File: src/rtl/ser_add_pkg.sv
// Shared types and default sizing for the serial-add scheduler.
package ser_add_pkg;

  localparam int SER_WIDTH = 4;
  localparam int SER_NREQ  = 4;

  typedef enum logic [1:0] {
    IDLE = 2'd0,
    CALC = 2'd1,
    RESP = 2'd2
  } state_t;

endpackage

File: src/rtl/ser_add_bit.sv
// One-bit full adder with a registered carry, stepped once per CALC cycle.
// s_bit and co are combinational from the current operand bits and stored carry.
module ser_add_bit (
  input  logic clk,
  input  logic reset,
  input  logic a_bit,
  input  logic b_bit,
  input  logic clr,
  input  logic en,
  output logic s_bit,
  output logic carry,
  output logic co
);

  assign s_bit = a_bit ^ b_bit ^ carry;
  assign co    = (a_bit & b_bit) | (carry & (a_bit ^ b_bit));

  // Carry storage: cleared on reset or on a new accept, advanced while enabled.
  always_ff @(posedge clk) begin
    if (!reset) begin
      carry <= 1'b0;
    end else if (clr) begin
      carry <= 1'b0;
    end else if (en) begin
      carry <= co;
    end
  end

endmodule

File: src/rtl/ser_add_sched.sv
// Round-robin scheduler sharing one bit-serial adder among NREQ requesters.
//
// Handshakes: a transfer happens on a posedge where valid and ready are both
// high. req_ready is a one-hot grant computed from req_valid and the rotating
// pointer only; a requester may drop req_valid at any time before its transfer.
// resp_valid stays high with stable payload until resp_ready is seen with it.
module ser_add_sched
  import ser_add_pkg::*;
#(
  parameter int WIDTH = SER_WIDTH,
  parameter int NREQ  = SER_NREQ,
  parameter int IDW   = 2
) (
  input  logic                  clk,
  input  logic                  reset,
  input  logic [NREQ-1:0]       req_valid,
  input  logic [NREQ*WIDTH-1:0] req_a,
  input  logic [NREQ*WIDTH-1:0] req_b,
  output logic [NREQ-1:0]       req_ready,
  output logic                  resp_valid,
  input  logic                  resp_ready,
  output logic [WIDTH-1:0]      resp_sum,
  output logic                  resp_cout,
  output logic [IDW-1:0]        resp_id,
  output logic                  busy
);

  localparam int CW = $clog2(WIDTH);

  state_t           state, state_n;
  logic [IDW-1:0]   ptr;
  logic [IDW-1:0]   cur_id;
  logic [CW-1:0]    count;
  logic [WIDTH-1:0] a_sh, b_sh, sum_sh;
  logic [WIDTH-1:0] sum_next;
  logic [IDW:0]     pick;
  logic [IDW-1:0]   g;
  logic             accept;
  logic             last;
  logic             s_bit, carry, co;

  // First requester with valid set, searching from p upward with wrap.
  // Returns {found, index}; iterating from the far end lets offset 0 win.
  function automatic logic [IDW:0] rr_pick(input logic [NREQ-1:0] v,
                                           input logic [IDW-1:0]  p);
    logic [IDW:0]   r;
    logic [IDW-1:0] jj;
    int             j;
    r = '0;
    for (int k = NREQ - 1; k >= 0; k--) begin
      j  = (int'(p) + k) % NREQ;
      jj = IDW'(j);
      if (v[jj]) r = {1'b1, jj};
    end
    return r;
  endfunction

  assign pick       = rr_pick(req_valid, ptr);
  assign g          = pick[IDW-1:0];
  assign last       = (count == CW'(WIDTH - 1));
  assign sum_next   = WIDTH'({s_bit, sum_sh} >> 1);
  assign resp_valid = (state == RESP);
  assign busy       = (state != IDLE);

  ser_add_bit u_bit (
    .clk   (clk),
    .reset (reset),
    .a_bit (a_sh[0]),
    .b_bit (b_sh[0]),
    .clr   (accept),
    .en    (state == CALC),
    .s_bit (s_bit),
    .carry (carry),
    .co    (co)
  );

  // State register.
  always_ff @(posedge clk) begin
    if (!reset) state <= IDLE;
    else        state <= state_n;
  end

  // Next state, grant and accept strobe.
  always_comb begin
    state_n   = state;
    req_ready = '0;
    accept    = 1'b0;
    case (state)
      IDLE: begin
        if (reset && pick[IDW]) begin
          req_ready[g] = 1'b1;
          accept       = 1'b1;
          state_n      = CALC;
        end
      end
      CALC: if (last) state_n = RESP;
      RESP: if (resp_ready) state_n = IDLE;
      default: state_n = IDLE;
    endcase
  end

  // Operand load, serial shifting, result capture and pointer advance.
  always_ff @(posedge clk) begin
    if (!reset) begin
      ptr       <= '0;
      cur_id    <= '0;
      count     <= '0;
      a_sh      <= '0;
      b_sh      <= '0;
      sum_sh    <= '0;
      resp_sum  <= '0;
      resp_cout <= 1'b0;
      resp_id   <= '0;
    end else begin
      case (state)
        IDLE: begin
          if (accept) begin
            a_sh   <= req_a[int'(g)*WIDTH +: WIDTH];
            b_sh   <= req_b[int'(g)*WIDTH +: WIDTH];
            count  <= '0;
            cur_id <= g;
          end
        end
        CALC: begin
          a_sh   <= a_sh >> 1;
          b_sh   <= b_sh >> 1;
          sum_sh <= sum_next;
          count  <= count + 1'b1;
          if (last) begin
            resp_sum  <= sum_next;
            resp_cout <= co;
            resp_id   <= cur_id;
          end
        end
        RESP: begin
          if (resp_ready) begin
            ptr <= (cur_id == IDW'(NREQ - 1)) ? '0 : cur_id + 1'b1;
          end
        end
        default: ;
      endcase
    end
  end

endmodule

File: config.mk
export PLATFORM = sky130hd
export DESIGN_NAME = ser_add_sched
export DESIGN_NICKNAME = d
export VERILOG_FILES = /design/src/rtl/ser_add_pkg.sv /design/src/rtl/ser_add_bit.sv /design/src/rtl/ser_add_sched.sv
export SDC_FILE = /design/constraint.sdc
export NUM_CORES = 1
export LEC_CHECK = 0
export ABC_AREA = 0
export CORE_ASPECT_RATIO = 1.1
export CORE_MARGIN = 4
export CORE_UTILIZATION = 39
export DETAILED_ROUTE_END_ITERATION = 12
export GPL_ROUTABILITY_DRIVEN = 0
export HOLD_SLACK_MARGIN = 0.08
export PLACE_DENSITY_LB_ADDON = 0.25
export SLEW_MARGIN = 20
export SYNTH_ARGS = -nofsm -noshare
export SYNTH_HDL_FRONTEND = slang
export SYNTH_SLANG_ARGS = --single-unit
File: constraint.sdc
create_clock -name clk -period 1.5 [get_ports clk]
set_clock_uncertainty 0.15 [all_clocks]
set_input_delay 0.3 -clock clk [delete_from_list [all_inputs] [get_ports clk]]
set_output_delay 0.3 -clock clk [all_outputs]
set_load 0.005 [all_outputs]
Word-level counts from Yosys, hierarchy flattened
Index checks and enable logic that the tools add are counted.
{ "totals": {"inputBits": 39, "out_inout_bits": 13, "ff_bits": 28, "elab_cells": 78} }
{ "classes": {"mux": 29, "reduce_logical": 11, "n_eq_ne": 8, "magnitude_cmp": 6, "shift": 2, "addsub": 5, "bitwise": 6} }
{ "op_table": {"columns": ["operator", "count"], "rows": [
  ["16-bit by 5-bit variable part select with 4-bit output", 2],
  ["4-bit two-way mux", 4],
  ["4-bit one-hot mux with 2 select lines", 2],
  ["2-bit by 3-bit < comparator with 1-bit output, second input constant", 5],
  ["3-bit two-way mux", 4],
  ["2-bit two-way mux", 5],
  ["1-bit binary-select mux with 2-bit select", 4],
  ["2-bit AND reduction", 4],
  ["1-bit two-way mux", 7],
  ["2-bit by 1-bit adder with 2-bit output, second input constant", 3],
  ["2-bit equality test, second input constant", 3],
  ["2-bit != test, second input constant", 3],
  ["2-bit one-hot mux with 3 select lines", 1],
  ["2-bit adder, second input constant", 2],
  ["2-bit one-hot mux with 2 select lines", 1],
  ["2-bit nonzero test", 2],
  ["3-bit AND reduction", 1],
  ["1-bit AND", 2],
  ["1-bit demux with 2-bit select", 1],
  ["2-bit by 1-bit equality test with 1-bit output, second input constant", 1],
  ["2-bit by 1-bit >= comparator with 1-bit output, second input constant", 1],
  ["1-bit logical AND", 2],
  ["2-bit logical NOT", 1],
  ["2-bit by 1-bit != test with 1-bit output, second input constant", 1],
  ["other kinds (4)", 5]
]} }

Depth between registers and ports, before layout
Gate-level depths: netlist of run 1.
{ "logic_depth": {"depth_word": 13, "depth_mapped": 6, "depth_no_buf": 5} }

By module
A second synthesis of run 1 with hierarchy kept.
{ "hier_totals": {"cells_unflattened": 161, "hier_area_um2": 1443.9} }
{ "by_module_without_submodules": {"columns": ["module", "area_per_inst_um2", "instances", "seq_area_each_um2", "cells_each"], "rows": [
  ["ser_add_sched", 1381.3, 1, 520.5, 157],
  ["ser_add_bit", 62.6, 1, 20.0, 4]
]} }

Worst setup path after synthesis of run 1
OpenSTA, ideal clock, no wires.
{ "synth_timing": {"path_kind": "register -> output", "from": "register ptr[1]", "to": "output port req_ready[1]", "setup_slack_ps": -227, "n_path_buf": 0, "t_arrival_ps": 1277, "stages_incl_launch_ff": 6, "required_time_ps": 1050, "path_cell_list": "dfxtp_1 mux2i_1 nor2_1 a311oi_2 nand3_2 nor2_1"} }
{ "synth_between": {"elab_chain_cells": 13, "elab_cells_between_ends": 23, "cone_classes": "3 x add/sub; 2 x order compare; 16 x mux; 2 x reduce/logical"} }
{ "synth_rtl": {"columns": ["element", "line_no", "source"], "rows": [
  ["start, declared", "ser_add_sched.sv:31", "logic [IDW-1:0] ptr;"],
  ["start signal, assigned", "ser_add_sched.sv:137", "ptr <= (cur_id == IDW'(NREQ - 1)) ? '0 : cur_id + 1'b1;"],
  ["2-bit adder", "ser_add_sched.sv:51", "j = (int'(p) + k) % NREQ;"],
  ["1-bit binary-select mux with 2-bit select", "ser_add_sched.sv:53", "if (v[jj]) r = {1'b1, jj};"],
  ["1-bit two-way mux (implied by the code)", "ser_add_sched.sv:53", null],
  ["3-bit two-way mux (3 in a row)", "ser_add_sched.sv:53", null],
  ["3-bit two-way mux (*)", "ser_add_sched.sv:53", null],
  ["2-bit by 3-bit < comparator with 1-bit output (implied by the code) or 2-bit by 1-bit >= comparator with 1-bit output (tied branches)", "ser_add_sched.sv:91", "req_ready[g] = 1'b1;"],
  ["1-bit logical AND (implied by the code)", "ser_add_sched.sv:91", null],
  ["1-bit two-way mux (implied by the code)", "ser_add_sched.sv:91", null],
  ["1-bit demux with 2-bit select", "ser_add_sched.sv:91", null],
  ["4-bit two-way mux (*)", "ser_add_sched.sv:90", "if (reset && pick[IDW]) begin"],
  ["4-bit two-way mux (*)", "ser_add_sched.sv:88", "case (state)"],
  ["end, declared", "ser_add_sched.sv:19", "output logic [NREQ-1:0] req_ready,"]
]} }
Mark *: on every way between the ends. The rest lies on a longest branch, timed or not. The select of a mux whose other input is x is not followed.

Final worst setup path of run 1
{ "layout_timing": {"from": "register ptr[1]", "to": "output port req_ready[3]"} }
Same word-level chain as after synthesis.

==> results of run 1 <==
-- through the flow --
stage / TNS, ns / instances / total power (W) / utilization (%)
2_1_floorplan: -0.426 / 152 / 0.000921 / -
3_3_place_gp: -13.48 / 261 / 0.00108 / 61.4
4_1_cts: -7.28 / 282 / 0.00150 / 73.0
3_5_place_dp: -15.42 / 261 / 0.00109 / 61.4
6_report: -7.19 / 281 / 0.00151 / 73.3
5_1_grt: -8.19 / 281 / 0.00159 / 73.3
-- where the power goes --
group,switching (W),internal [W]
Sequential,0.0000217,0.000746
Clock,0.000220,0.000100
Combinational,0.000170,0.000254
Total,0.000412,0.00110
-- state kept, by name, summed over array words and instances (netlist names), 3 cells and up --
| name | cells |
|---|---|
| a_sh | 4 |
| sum_sh | 3 |
| b_sh | 4 |
| resp_sum | 4 |
-- kinds of logic after synthesis --
group | after synthesis | share of synthesized area, %
and+or+nand+nor | 53 | 18.6
AOI/OAI and AO/OA | 33 | 18.7
DFF | 27 | 38.4
muxes | 23 | 16.4
buffers and inverters | 13 | 4.80
adders and majority gates | 3 | 3.20
-- critical path, stage by stage (launching register included) --
cell and delay, ns:
dfxtp_4 0.40, mux2i_1 0.20, nor2_1 0.08, a311oi_2 0.27, buf_4 0.18, nand3_4 0.08
buf_6 0.14, nor2_4 0.07, buf_2 0.11
-- layer usage --
layer	track usage, %	share of wire (%)
met4	11.3	3.7
met1	19.7	38
met3	3.97	2.9
met2	37.0	55
met5	0	0
-- placed cells by master, fill, tap and decap left out, drive strengths merged, types with 2 or more instances in the layout --
master          n
a21oi           4
a21boi          9
dlygate4sd2     8
nor2            8
inv             4
nand2          18
a22oi           2
buf            43
a22o            6
dfxtp          27
clkdlybuf4s50  34
mux2i          23
ha              2
nand3          11
nand2b          2
clkbuf          3
nor2b          10
o221ai          8
-- worst min-delay path by stage --
stage,cells after the start,end,startpoint
floorplan,2,resp_sum[0],sum_sh[1]
global placement,2,resp_id[0],resp_id[0]
detailed placement,2,resp_sum[3],resp_sum[3]
CTS,2,resp_sum[3],resp_sum[3]
global route,2,resp_id[0],resp_id[0]
finish,2,resp_id[0],resp_id[0]
-- area by class of cell --
class	count	area share, %
Clock buffer	3	0.900
Tap cell	48	2.40
Multi-Input combinational cell	112	40.2
Inverter	4	0.600
Timing Repair Buffer	86	33.4
Sequential cell	27	22.3
Clock inverter	1	0.200
-- repair_timing --
item,CTS,global route
buffers inserted,16,6
gates cloned,2,1
setup endpoints to repair,32,33
resized for setup,98,19
pin swaps,14,9
==> metrics.md, run 1 <==
| Metric | Value |
|---|---|
| Status | `finished with violations` |
| Failing checks | `setup timing` |
| Multi-input logic area | `1010 um2` |
| Global-route wire length before repair | `7110 um` |
| Cell count of the worst reg-to-reg path | `9` |
| DRT iter0 DRCs | `55` |
| Final setup fails | `16` |
| Ant. Diodes | `0` |
| Number of CTS-inserted buffers | `3` |
| Worst-Margin Slew | `0.326 ns` |
| Synth top area share | `38.4%` |
| Worst setup path endpoint | `req_ready[3]` |
| Initial Util | `41.2%` |
| Startpoint types | `flip-flop` |
| Remaining DRCs | `0` |
| Die outline height | `71.0 um` |
| Synth Warn # | `0` |
| RR Endpoint | `a_sh[0]` |
| # H-tree levels | `1` |
| Synth area leader | `dfxtp_1` |
| Nets | `276` |
| GRT overflow | `0` |
| Row Count | `22` |
| Crit path arrival time | `1.87 ns` |
| Pwr per Cell Area | `604 nW/um2` |
| Final hold vios | `0` |
| Hold/Removal Path Class | `reg -> reg` |
| Largest net degree at the start of global routing | `28` |
| Area growth, synth to finish | `77.7%` |
| Most common cell in the synthesized netlist | `dfxtp_1` |
| Initial antenna violation count | `0` |
| Via count | `1463` |
| Mean area per synthesized cell | `9.26 um2` |
| Synthesized flop and latch total | `27` |
| # port buffers | `51` |
| GRT Total Usage | `19.7%` |
| EDFF count, synth | `0` |
| Worst Setup SP | `ptr[1]` |
| WHS | `0.317 ns` |
| Top_reg_cell synth | `dfxtp_1` |
| Syn Inst Count | `152` |
| Die X | `65.3 um` |
| Pleak | `1.01 nW` |
| Relative slew slack | `78.2%` |
| Fillcell total | `262` |
| Unrepaired setup endpoints after global routing | `true` |
| Max Cap Viol | `0` |
| Later-pin clock latency in the skew report | `0.33 ns` |
| I/O Pins | `52` |
| Slew Limit Fails | `0` |
| Final worst path period share | `154%` |
| Post-DR wirelength/cell | `15.9 um` |
| Placed cell area | `2100 um2` |
| Critical path capture point type | `primary output` |
| Pre-CTS worst setup slack | `-1.07 ns` |
| Crit path time final | `2.32 ns` |
| Achievable frequency | `432 MHz` |
| Post-synth cell types | `27` |
| CTS Root Cell | `clkbuf_4` |
| Post-Syn Area | `1410 um2` |
| FF/Latch Area | `557 um2` |
| Worst VDD drop | `0.477 mV` |
| Largest fanout on the critical path | `4` |
| Synth area leaders | `dfxtp_1 (38%), mux2i_1 (16%), o221ai_1 (5.0%)` |
| Layout cells sized above 1 | `38.6%` |
| Reg2reg start | `ptr[1]` |
| Clock slew at reported path FFs | `0.15 ns` |
| Clk buf depth | `2` |
| WL final | `4480 um` |
| Final Instance Area | `2500 um2` |
| Die area | `4640 um2` |
| Critical path type | `reg -> out` |
| Commonest cells post-synth | `dfxtp_1 (27), mux2i_1 (23), nand2_1 (18)` |
| Post-CTS Hold Fix Bufs | `0` |
| Required @ worst endpoint | `1.05 ns` |
| Core area | `3410 um2` |
| Async S/R FF share, synth | `0%` |
| Via density | `5.21` |
| Vias in the first global route | `1585` |
| Final setup margin | `-0.817 ns` |
| FF-to-FF setup slack | `-0.50 ns` |
| Pre-antenna DRT Iters | `4` |
| Sequential area share after synthesis | `38.4%` |
| CTS tree | `yes` |
| DPL Wire Length | `2930 um` |
| Sink Count | `27` |
| Post-synthesis net count | `194` |
| Antenna viol nets, final | `0` |
Note: power is estimated with default switching activity, not from simulation.
==> run 2: changes to the inputs <==
--- a/config.mk
+++ b/config.mk
@@ -8,7 +8,8 @@
 export ABC_AREA = 0
 export CORE_ASPECT_RATIO = 1.1
 export CORE_MARGIN = 4
-export CORE_UTILIZATION = 39
+export CORE_UTILIZATION = 41
+export CTS_BUF_LIST = sky130_fd_sc_hd__clkbuf_2
 export DETAILED_ROUTE_END_ITERATION = 12
 export GPL_ROUTABILITY_DRIVEN = 0
 export HOLD_SLACK_MARGIN = 0.08
==> run 2 against run 1 <==
Net effect: the flow still finishes with violations (setup timing); sequential share of layout area increased by 0.74 points; wire length fell by 4.9%; cell count fell by 0.36%; sequential power hardly changed; utilization shrank 0.78 points; global-route usage is 0.50 points lower; largest cell class unchanged.
==> metrics.md, run 2 (synthesis results as in run 1) <==
| Metric | Value |
|---|---|
| Core area | `3330 um2 (-2.4%)` |
| Pre-antenna DRT Iters | `4 (unchanged)` |
| Via density | `5.24 (+0.70%)` |
| Pwr per Cell Area | `608 nW/um2 (+0.58%)` |
| Status | `finished with violations` |
| Final setup TNS | `-6.50 ns (+0.695 ns)` |
| CP most frequent cell | `buf_4` |
| Post-CTS Hold Fix Bufs | `0 (unchanged)` |
| Final hold vios | `0 (unchanged)` |
| Sink Count | `27 (unchanged)` |
| Antenna viol nets, final | `0 (unchanged)` |
| Number of CTS-inserted buffers | `3 (unchanged)` |
| Die X | `63.9 um (-2.2%)` |
| Buf/Inv on CP | `5 (+2)` |
| Initial antenna violation count | `0 (unchanged)` |
| Largest net degree at the start of global routing | `28 (unchanged)` |
| DRT iter0 DRCs | `38 (-31%)` |
| Final core occ | `72.5% (-0.78 points)` |
| Die outline height | `69.5 um (-2.2%)` |
| # H-tree levels | `1 (unchanged)` |
| Row Count | `22 (unchanged)` |
| Achievable frequency | `430 MHz (-0.39%)` |
| I/O Pins | `52 (unchanged)` |
| Vias in the first global route | `1525 (-3.8%)` |
| Nets | `275 (-0.36%)` |
| CTS tree | `yes` |
| Largest delay contributor family on the critical path | `buffers and inverters` |
| WL final | `4250 um (-4.9%)` |
| Most frequent cells in the layout | `clkdlybuf4s50_1 (34), buf_4 (21), mux2i_1 (17), nand2_1 (17), dfxtp_1 (17)` |
| Final setup fails | `16 (unchanged)` |
| Commonest non-fill, non-tap cell in the layout | `clkdlybuf4s50_1` |
| GRT Total Usage | `19.2% (-0.50 points)` |
| Regs by FF count | `a_sh: 4 flops, b_sh: 4 flops, resp_sum: 4 flops` |
| Startpoint types | `flip-flop` |
| Global-route wire length before repair | `6840 um (-3.7%)` |
| Worst-Margin Slew | `0.304 ns (-0.0225 ns)` |
| Clk buf depth | `2 (unchanged)` |
| Failing checks | `setup timing` |
| Placed cell area | `2100 um2 (+0.36%)` |
| Critical path capture point type | `primary output` |
| Final setup margin | `-0.826 ns (-0.00907 ns)` |
| Area growth, synth to finish | `71.6%` |
| Unrepaired setup endpoints after global routing | `true` |
| Pleak | `0.991 nW (-1.9%)` |
| Crit path cell chain | `buf_4, buf_4, a311oi_2, buf_4, nand3_4, buf_6, nor2_2, buf_2` |
| Max Cap Viol | `0 (unchanged)` |
| Slowest-stage cell, CP | `dfxtp_4` |
| GRT overflow | `0 (unchanged)` |
| Post-DR wirelength/cell | `15.2 um (-4.6%)` |
| Slew Limit Fails | `0 (unchanged)` |
| # port buffers | `51 (unchanged)` |
| Clock slew at reported path FFs | `0.24 ns (+0.09 ns)` |
| Final worst path period share | `155% (+0.60 points)` |
| Via count | `1468 (+0.34%)` |
| CTS Root Cell | `clkbuf_2` |
| Die area | `4440 um2 (-4.3%)` |
| Crit path time final | `2.33 ns (+0.00907 ns)` |
| Hold/Removal Path Class | `reg -> reg` |
| Relative slew slack | `79.6% (+1.4 points)` |
| Worst VDD drop | `0.320 mV (-33%)` |
| DPL Wire Length | `2880 um (-1.9%)` |
| Later-pin clock latency in the skew report | `0.38 ns (+0.05 ns)` |
| Remaining DRCs | `0 (unchanged)` |
| Layout cells sized above 1 | `37.5% (-1.1 points)` |
| Critical path type | `reg -> out` |
| Final Instance Area | `2410 um2 (-3.5%)` |
| Initial Util | `42.3% (+1.0 points)` |
| Required @ worst endpoint | `1.05 ns (about the same)` |
| WHS | `0.319 ns (+0.00188 ns)` |
| Crit path arrival time | `1.88 ns (about the same)` |
| Largest fanout on the critical path | `3 (-1)` |
| Ant. Diodes | `0 (unchanged)` |
| Critical path's largest stage delay | `0.41 ns (about the same)` |
## run 2: cell types whose count changed in the layout (fill, tap and decap cells not counted), sizes merged
cell / previous run / this run
clkinv: 1 / 0
buf: 43 / 38
clkbuf: 3 / 8
## run 2: tightest hold or removal path, cell delays in order (launching register included)
cell and delay [ns]:
dfxtp_2 0.37, nand2_1 0.05, a21boi_1 0.05
## run 2: cell type report
| type | instances | area (um2) |
|---|---|---|
| timing repair buffer | 85 | 772 |
| multi-input combinational | 112 | 992 |
| sequential | 27 | 556 |
| inverter | 4 | 15.0 |
| clock buffer | 4 | 20.0 |
| fill | 245 | 916 |
| tap | 48 | 60.1 |
## run 2: repair_timing
action                                  4_1_cts  5_1_grt
setup buffers                                10        8
pin swaps                                    10        6
gates resized for setup                      72       31
hold endpoints to repair                      0        0
cloned                                        0        1
endpoints found under the setup margin       34       30
## run 2: per-layer routing
layer	GRT usage, %	routed length [um]	vias up	part of all wire [%]
li1	-	-	713	-
met1	20.3	1630	702	38
met2	36.3	2340	41	55
met3	2.76	140	12	3.3
met4	9.11	142	0	3.3
met5	0	0	-	0
## run 2: report_power, final
part	internal [W]	total, W	switching, W	leakage, nW
sequential	0.000748	0.000769	0.0000211	0.225
combinational	0.000240	0.000403	0.000163	0.750
clock	0.0000703	0.000296	0.000225	0.0166
## run 2: final timing paths
kind | startpoint | endpoint | slack (ns) | depth (start not counted)
min reg2reg | resp_cout | resp_cout | 0.32 | 2
min | resp_cout | resp_cout | 0.32 | 2
max reg2reg | ptr[1] | b_sh[0] | -0.43 | 8
max | ptr[1] | req_ready[3] | -0.83 | 8
## run 2: stage by stage
step                power [W]  instances  worst slack [ns]
detailed placement    0.00109        262             -1.06
CTS                   0.00142        275            -0.879
global route          0.00153        280            -0.975
finish                0.00147        280            -0.826
global placement      0.00108        262            -0.996
floorplan            0.000921        152            -0.118
